===== config.mk =====
export PLATFORM = sky130hd
export DESIGN_NAME = tsf_event_sched
export DESIGN_NICKNAME = d
export VERILOG_FILES = /design/src/rtl/tsf_event_sched.sv
export SDC_FILE = /design/constraint.sdc
export NUM_CORES = 1
export LEC_CHECK = 0
export BUFFER_PORTS_ARGS = -buffer_cell sky130_fd_sc_hd__buf_2
export CORE_ASPECT_RATIO = 0.75
export CORE_UTILIZATION = 45
export CTS_BUF_LIST = sky130_fd_sc_hd__clkbuf_4 sky130_fd_sc_hd__clkbuf_8
export DETAILED_ROUTE_END_ITERATION = 16
export PLACE_DENSITY = 0.65
export SETUP_SLACK_MARGIN = 0.1
export SYNTH_ARGS = -nofsm -noshare
export SYNTH_HDL_FRONTEND = slang
export SYNTH_SLANG_ARGS = --single-unit

===== constraint.sdc =====
create_clock -name clk -period 5.43 [get_ports clk]
set_clock_uncertainty 0.1 [all_clocks]
set_input_delay 0.543 -clock clk [delete_from_list [all_inputs] [get_ports clk]]
set_output_delay 0.543 -clock clk [all_outputs]
set_load 0.05 [all_outputs]

===== src/rtl/tsf_event_sched.sv =====
// tsf_event_sched: watches the free-running TSF and raises one-shot or
// periodic events at a programmed target, with an optional early warning
// a fixed number of ticks ahead of each target.
//
//   state  | meaning
//   -------+------------------------------------------------------------
//   IDLE   | not scheduled; waiting for arm
//   SETTLE | target just (re)loaded; registered compares are stale
//   ARMED  | compares valid; waiting for hit, handling early warning
//   FIRE   | event_pulse cycle; reload next period or return to IDLE
module tsf_event_sched #(
  parameter int TIMER_WIDTH  = 64,
  parameter int PERIOD_WIDTH = 32,
  parameter int LEAD_WIDTH   = 16,
  parameter int CNT_WIDTH    = 16
) (
  input  logic                    clk,
  input  logic                    rst,
  input  logic [TIMER_WIDTH-1:0]  tsf_runtime_val,
  input  logic                    arm,
  input  logic                    disarm,
  input  logic [TIMER_WIDTH-1:0]  target_tsf,
  input  logic [PERIOD_WIDTH-1:0] period,
  input  logic [LEAD_WIDTH-1:0]   lead_time,
  input  logic                    cnt_clr,
  output logic                    armed,
  output logic                    early_pulse,
  output logic                    event_pulse,
  output logic                    event_late,
  output logic [TIMER_WIDTH-1:0]  event_tsf,
  output logic [CNT_WIDTH-1:0]    event_cnt,
  output logic [CNT_WIDTH-1:0]    miss_cnt
);

  typedef enum logic [1:0] {
    S_IDLE   = 2'd0,
    S_SETTLE = 2'd1,
    S_ARMED  = 2'd2,
    S_FIRE   = 2'd3
  } state_t;

  state_t state, state_nxt;

  logic [TIMER_WIDTH-1:0]  tgt;
  logic [PERIOD_WIDTH-1:0] per;
  logic [LEAD_WIDTH-1:0]   lead;
  logic                    adv;
  logic                    early_done;
  logic                    first_cmp;
  logic                    hit_r;
  logic                    early_r;
  logic [TIMER_WIDTH-1:0]  tsf_d;

  logic [TIMER_WIDTH:0]    early_sum;
  logic [TIMER_WIDTH-1:0]  tgt_step;
  logic                    restart;
  logic                    watch;
  logic                    do_fire;
  logic                    do_miss;
  logic                    do_step;

  // one extra bit so tsf + lead never wraps in the early compare
  assign early_sum = {1'b0, tsf_runtime_val} + (TIMER_WIDTH+1)'(lead);
  assign tgt_step  = tgt + TIMER_WIDTH'(per);
  // arm restarts from any state unless disarm is also present
  assign restart   = arm & ~disarm;

  // compare stage: register hit/early against the current target
  always_ff @(posedge clk) begin
    if (rst) begin
      hit_r   <= 1'b0;
      early_r <= 1'b0;
      tsf_d   <= '0;
    end else begin
      hit_r   <= (tsf_runtime_val >= tgt);
      early_r <= (early_sum >= {1'b0, tgt});
      tsf_d   <= tsf_runtime_val;
    end
  end

  // state register
  always_ff @(posedge clk) begin
    if (rst) state <= S_IDLE;
    else     state <= state_nxt;
  end

  // next-state logic; disarm beats arm, both beat normal sequencing
  always_comb begin
    state_nxt = state;
    if (disarm) begin
      state_nxt = S_IDLE;
    end else if (arm) begin
      state_nxt = S_SETTLE;
    end else begin
      case (state)
        S_IDLE:   state_nxt = S_IDLE;
        S_SETTLE: state_nxt = S_ARMED;
        S_ARMED:  if (hit_r) state_nxt = adv ? S_SETTLE : S_FIRE;
        S_FIRE:   state_nxt = (per == '0) ? S_IDLE : S_SETTLE;
        default:  state_nxt = S_IDLE;
      endcase
    end
  end

  // output and action decode for the current state
  always_comb begin
    armed       = (state != S_IDLE);
    event_pulse = (state == S_FIRE);
    watch       = (state == S_ARMED) & ~arm & ~disarm;
    early_pulse = watch & ~hit_r & early_r & (lead != '0) & ~early_done;
    do_fire     = watch & hit_r & ~adv;
    do_miss     = watch & hit_r & adv;
    do_step     = (state == S_FIRE) & ~arm & ~disarm & (per != '0);
  end

  // schedule registers: target, period, lead, flags and event capture
  always_ff @(posedge clk) begin
    if (rst) begin
      tgt        <= '0;
      per        <= '0;
      lead       <= '0;
      adv        <= 1'b0;
      early_done <= 1'b0;
      first_cmp  <= 1'b0;
      event_tsf  <= '0;
      event_late <= 1'b0;
    end else if (restart) begin
      tgt        <= target_tsf;
      per        <= period;
      lead       <= lead_time;
      adv        <= 1'b0;
      early_done <= 1'b0;
      first_cmp  <= 1'b1;
    end else begin
      if (watch) begin
        first_cmp <= 1'b0;
        if (!hit_r) adv <= 1'b0;
      end
      if (early_pulse) early_done <= 1'b1;
      if (do_fire) begin
        event_tsf  <= tsf_d;
        event_late <= first_cmp;
      end
      // adv stays set across a miss so every stale period is skipped
      if (do_miss) tgt <= tgt_step;
      if (do_step) begin
        tgt        <= tgt_step;
        adv        <= 1'b1;
        early_done <= 1'b0;
      end
    end
  end

  // saturating event and miss counters; clear beats increment
  always_ff @(posedge clk) begin
    if (rst || cnt_clr) begin
      event_cnt <= '0;
      miss_cnt  <= '0;
    end else begin
      if (event_pulse && (event_cnt != '1)) event_cnt <= event_cnt + CNT_WIDTH'(1);
      if (do_miss && (miss_cnt != '1))      miss_cnt  <= miss_cnt + CNT_WIDTH'(1);
    end
  end

endmodule


After elaboration in Yosys (flattened, before gate mapping)
Cells that the tools add are included.
{"block": "totals", "regBits": 280, "latchBits": 0, "ramBits": 0, "rom_bits": 0, "input_bits": 181, "mem_count": 0}
{"block": "op_classes", "addsub": 4, "n_mul": 0, "n_div": 0, "n_lt_le_gt_ge": 2, "n_eq_ne": 8, "shifts": 0, "n_mux": 13, "bitwise": 19, "reduce_logical": 17}
{"operator": "$mux 64", "count": 3}
{"operator": "$add 64x16->65", "count": 1}
{"operator": "$ge 65x64->1", "count": 1}
{"operator": "$add 64x32->64", "count": 1}
{"operator": "$ge 64x64->1", "count": 1}
{"operator": "$add 16x1->16 const B", "count": 2}
{"operator": "$logic_not 32->1", "count": 1}
{"operator": "$ne 16x16->1 const B", "count": 2}
{"operator": "$reduce_bool 32->1", "count": 1}
{"operator": "$reduce_bool 16->1", "count": 1}
{"operator": "$and 1x1->1", "count": 13}
{"operator": "$pmux 2 s4", "count": 1}
{"operator": "$mux 1", "count": 7}
{"operator": "$not 1->1", "count": 6}
{"operator": "$reduce_bool 2->1", "count": 3}
{"operator": "$reduce_or 3->1", "count": 2}
{"operator": "$eq 2x2->1 const B", "count": 2}
{"operator": "$mux 2", "count": 2}
{"operator": "$reduce_and 2->1", "count": 2}
{"operator": "$reduce_or 2->1", "count": 2}
{"operator": "$ne 3x3->1 const B", "count": 1}
{"operator": "$reduce_bool 3->1", "count": 1}
{"operator": "$eq 2x1->1 const B", "count": 1}
{"operator": "$logic_and 1x1->1", "count": 2}
{"operator": "other kinds (4)", "count": 4}

Longest topological paths before layout
{"block": "logic_depth", "ltp_word": 8, "ltp_mapped": 20, "mapped_depth_nobuf": 19}

Worst setup path before layout
Ideal clock, no wire load.
{"block": "synth_timing", "kind": "input to register", "startpoint": "input port tsf_runtime_val[0]", "endpoint": "register early_r", "t_arrival_ns": 4.290, "setup_slack_ns": 0.962, "stages": 20, "path_buffers": 1, "cell_sequence": "ha_1 -> fa_1 -> a21o_1 -> a21oi_1 -> o21ai_0 -> nand4_1 -> a31o_2 -> clkbuf_1 -> nor2_1 -> nand4_1 -> xnor2_1 -> ha_1 -> nand4_1 -> nor3_1 -> nand4_1 -> or4_1 -> o2111a_1 -> o211ai_1 -> nor4_1 -> nor3_1"}
{"block": "synth_between", "elab_chain_cells": 2}
{"element": "start, declared", "line_no": "19", "rtl": "input logic [TIMER_WIDTH-1:0] tsf_runtime_val,"}
{"element": "$add 64x16->65", "line_no": "63", "rtl": "assign early_sum = {1'b0, tsf_runtime_val} + (TIMER_WIDTH+1)'(lead);"}
{"element": "$ge 65x64->1", "line_no": "76", "rtl": "early_r <= (early_sum >= {1'b0, tgt});"}
{"element": "end signal, assigned", "line_no": "76"}
{"element": "end, declared", "line_no": "51", "rtl": "logic early_r;"}
Every way passes these cells.
A chain may end at the register's enable or synchronous reset.

Worst setup path after layout
{"block": "layout_timing", "startpoint": "register lead[0]", "endpoint": "register early_r"}
{"block": "layout_between", "elab_chain_cells": 2}
{"element": "start, declared", "line_no": "46", "rtl": "logic [LEAD_WIDTH-1:0] lead;"}
{"element": "start signal, assigned", "line_no": "130", "rtl": "lead <= lead_time;"}
{"element": "$add 64x16->65", "line_no": "63"}
{"element": "$ge 65x64->1", "line_no": "76"}
Every way passes these cells.

==> impl_table.tex <==
\begin{tabular}{lr}
\hline
Metric & Value \\
\hline
\multicolumn{2}{l}{\textbf{Run status}} \\
\quad Status & finished, final reports clean \\
\multicolumn{2}{l}{\textbf{Floorplan}} \\
\quad Die area & slightly below 0.04 mm\^{}2 \\
\quad Top-level port count & 281 \\
\quad Effective utilization at floorplan & 46.0\% \\
\quad Cell row count & 61 \\
\quad Core outline area & around 0.037 mm\^{}2 \\
\quad Horizontal die dimension & $\sim$230 um \\
\quad Die span in y & 171 um \\
\multicolumn{2}{l}{\textbf{CTS}} \\
\quad Number of clock sinks seen by CTS & 280 \\
\quad Clock Tree Buf Depth & 3 \\
\quad CTS tree & yes \\
\quad Clock slew seen by the registers of the worst setup and hold paths & 0.07 ns \\
\quad Cells resized by post-CTS repair & 0 \\
\quad Count of hold-fix buffers inserted at cts & 0 \\
\quad CTS Root Buffer Type & clkbuf\_8 \\
\quad Num CTS Buffers & 47 \\
\quad Buffers inserted during post-CTS setup optimization & 0 \\
\quad Clk\_lat worst skew & 0.60 ns \\
\quad Number of levels in the clock H-tree & 2 \\
\multicolumn{2}{l}{\textbf{Critical path}} \\
\quad Endpoint class of the critical path & flop \\
\quad Maximum net fanout on the critical path & 9 \\
\quad Worst Path Required & 5.85 ns \\
\quad Kind of launch point of the worst setup path & flop \\
\quad Worst Path Class, Setup & flop to flop \\
\quad Data arrival time of the critical path & 5.27 ns \\
\multicolumn{2}{l}{\textbf{Power and ir drop}} \\
\quad Total power & approximately 5200 uW \\
\quad Leakage power figure & 0.00836 uW \\
\quad Total power density per cell area & 261 mW/mm\^{}2 \\
\quad Worst voltage drop across the vdd grid & 0.000176 V \\
\multicolumn{2}{l}{\textbf{Timing}} \\
\quad Final worst hold slack & 0.0791 ns \\
\quad Period utilisation layout & 89.2\% \\
\quad Post-route worst setup slack & between 0.5 and 0.6 ns \\
\quad Final count of hold timing violations & 0 \\
\quad Accumulated negative setup slack & 0 ns \\
\quad Min Clock Period, post-route & 4.85 ns \\
\quad RSZ-0062 raised after global routing & false \\
\quad Achievable frequency & 206 MHz \\
\quad Worst slew slack as a fraction of its limit & between 30\% and 40\% \\
\quad Final Setup Violations & 0 \\
\quad Final max-slew violation count & 0 \\
\quad Worst-Margin Slew & about 1 ns \\
\multicolumn{2}{l}{\textbf{Drt}} \\
\quad Routed Wire Length & 56,800 um \\
\quad Violation count after the first detailed-route iteration & roughly 1,600 \\
\quad Detailed-route via count & between 15,000 and 20,000 \\
\quad Number of design rule violations left after detail routing & 0 \\
\quad Routed wirelength normalized by instance count & 19.3 um \\
\quad First drt pass iteration count & 6 \\
\quad Detail Route Antenna Nets & 0 \\
\quad Routed vias/inst & 5.73 \\
\multicolumn{2}{l}{\textbf{Synthesis}} \\
\quad Gate count of the mapped netlist & 2,171 \\
\quad Average size of a mapped cell & 7.91 um\^{}2 \\
\quad Main synth FF type & dfxtp\_1 \\
\quad YS warnings & 0 \\
\quad Sequential fraction of the synthesis area & 32.6\% \\
\quad Summed instance area of the synthesized netlist & 0.0172 mm\^{}2 \\
\quad EDFF count, synth & 0 \\
\quad Synthesized net count & $\sim$2,500 \\
\quad Fraction of synthesis flops using an asynchronous set or reset pin & 0\% \\
\quad Count of different cell masters after synthesis & about 70 \\
\quad Number of synthesized register bits & 280 \\
\multicolumn{2}{l}{\textbf{Worst hold path}} \\
\quad Worst hold path class & input port to flop \\
\multicolumn{2}{l}{\textbf{Place}} \\
\quad DPL Wire Length & approximately 44,000 um \\
\quad Global placement routability congestion & between 0.9 and 1 \\
\quad Port Buf Inserts & 280 \\
\quad Total placed cells including tap cells & about 2,900 \\
\quad Post-place setup slack & approximately 0.2 ns \\
\multicolumn{2}{l}{\textbf{Global routing}} \\
\quad Vias in the first global route & 15,600 \\
\quad Maximum number of pins on one net before global-route repair & 150 \\
\quad First-pass GRT wire length & slightly below 90,000 um \\
\quad Gr usage total & 28.7\% \\
\quad Leftover overflow at the end of global routing & 0 \\
\quad Number of antenna violations at the first check in global routing & 5 \\
\multicolumn{2}{l}{\textbf{Final layout}} \\
\quad Commonest cells after routing, fill and taps aside & 343 x nand2\_1, 280 x dfxtp\_1, 279 x buf\_2 \\
\quad Net count reported at finish & 2,770 \\
\quad Most common library cell in the layout ignoring fill and taps & nand2\_1 \\
\quad Post-Layout Cell Count & 2,949 \\
\quad Layout-stage area growth over the synthesis result & 16.4\% \\
\quad Ratio of cells with drive above 1 in the final layout & between 10\% and 20\% \\
\multicolumn{2}{l}{\textbf{Flow run}} \\
\quad Number of maximum-capacitance constraint violations & 0 \\
\hline
\end{tabular}
-- logic make-up after synthesis --
group	synth area share (%)
buffers and inverters	4.32
adder cells (fa/ha/maj)	13.2
multiplexers	0.233
AND/OR/NAND/NOR	23.6
flip-flops	32.6
XOR/XNOR	5.71
AO/OA/AOI/OAI	20.3
-- synthesized netlist by cell type, types with 11 or more instances --
| cell type | count | area share, % |
|---|---|---|
| nor2b_1 | 72 | 2.6 |
| nor2_1 | 146 | 3.2 |
| nand4_1 | 66 | 2.4 |
| a22oi_1 | 19 | 0.83 |
| o21ai_0 | 59 | 1.7 |
| ha_1 | 178 | 13 |
| a21oi_1 | 218 | 6.4 |
| xor2_1 | 44 | 2.2 |
| nand2_1 | 343 | 7.5 |
| buf_1 | 16 | 0.35 |
| o211ai_1 | 16 | 0.70 |
| a21o_1 | 68 | 3.0 |
| nor4_1 | 23 | 0.84 |
| a211oi_1 | 27 | 1.2 |
| nor3_1 | 38 | 1.1 |
| and3_1 | 24 | 0.87 |
| and4_1 | 11 | 0.56 |
| clkbuf_1 | 84 | 1.8 |
| nand3_1 | 65 | 1.9 |
| a2111oi_0 | 14 | 0.71 |
| inv_1 | 93 | 2.0 |
| a221oi_1 | 12 | 0.61 |
| dfxtp_1 | 280 | 33 |
| nand2b_1 | 13 | 0.47 |
| a31oi_1 | 27 | 0.98 |
| a311oi_1 | 12 | 0.61 |
| xnor2_1 | 68 | 3.5 |
| or3_1 | 16 | 0.58 |
-- through the flow --
step / util (%) / instance area [um^2]
after detailed placement: 50.7 / 18900
after global routing: 53.6 / 20000
after CTS: 53.5 / 20000
after floorplan: - / 17200
final: 53.6 / 20000
after global placement: 50.7 / 18900
-- final timing paths --
path              from             to  slack (ns)  cells past startpoint
min          period[6]         per[6]        0.08                      3
min reg2reg  tsf_d[16]  event_tsf[16]        0.33                      2
max reg2reg    lead[0]        early_r        0.58                     18
max            lead[0]        early_r        0.58                     18
-- layout make-up --
| cell class | instances | area, um^2 |
|---|---|---|
| Clock inverter | 8 | 119 |
| Fill cell | 3622 | 17300 |
| Multi-Input combinational cell | 1695 | 10800 |
| Tap cell | 504 | 631 |
| Sequential cell | 280 | 5610 |
| Inverter | 93 | 349 |
| Timing Repair Buffer | 292 | 1500 |
| Clock buffer | 72 | 928 |
| Antenna cell | 5 | 12.5 |
-- registers in the layout, indices dropped and copies added (netlist names) --
name	cells
event_cnt	16
state	2
lead	16
tgt	64
early_done	1
miss_cnt	16
tsf_d	64
hit_r	1
adv	1
early_r	1
event_late	1
first_cmp	1
per	32
event_tsf	64
-- routing by layer --
layer / global-route usage, % / vias up / wire, um
met1: 44.5 / 7941 / 28600
met5: 0 / - / 0
met3: 4.88 / 82 / 4560
li1: - / 8245 / -
met4: 6.74 / 0 / 1100
met2: 40.1 / 628 / 22500
-- report_power, final --
group,switching [uW],internal (uW)
clock,899,1230
sequential,67.1,2140
combinational,543,357
total,1510,3720
-- worst max-delay path: stages (launching register included) --
cell      delay [ns]
dfxtp_1         0.36
ha_1            0.20
fa_1            0.21
a21o_1          0.13
a21oi_1         0.11
o21ai_0         0.34
nand4_1         0.24
a31o_2          0.42
or4_1           0.52
xnor2_1         0.15
ha_1            0.29
nand4_1         0.12
nor3_1          0.43
nand4_1         0.13
or4_1           0.54
o2111a_1        0.18
o211ai_1        0.10
nor4_1          0.07
nor3_1          0.15
No activity file was read; power rests on OpenSTA's default activity.
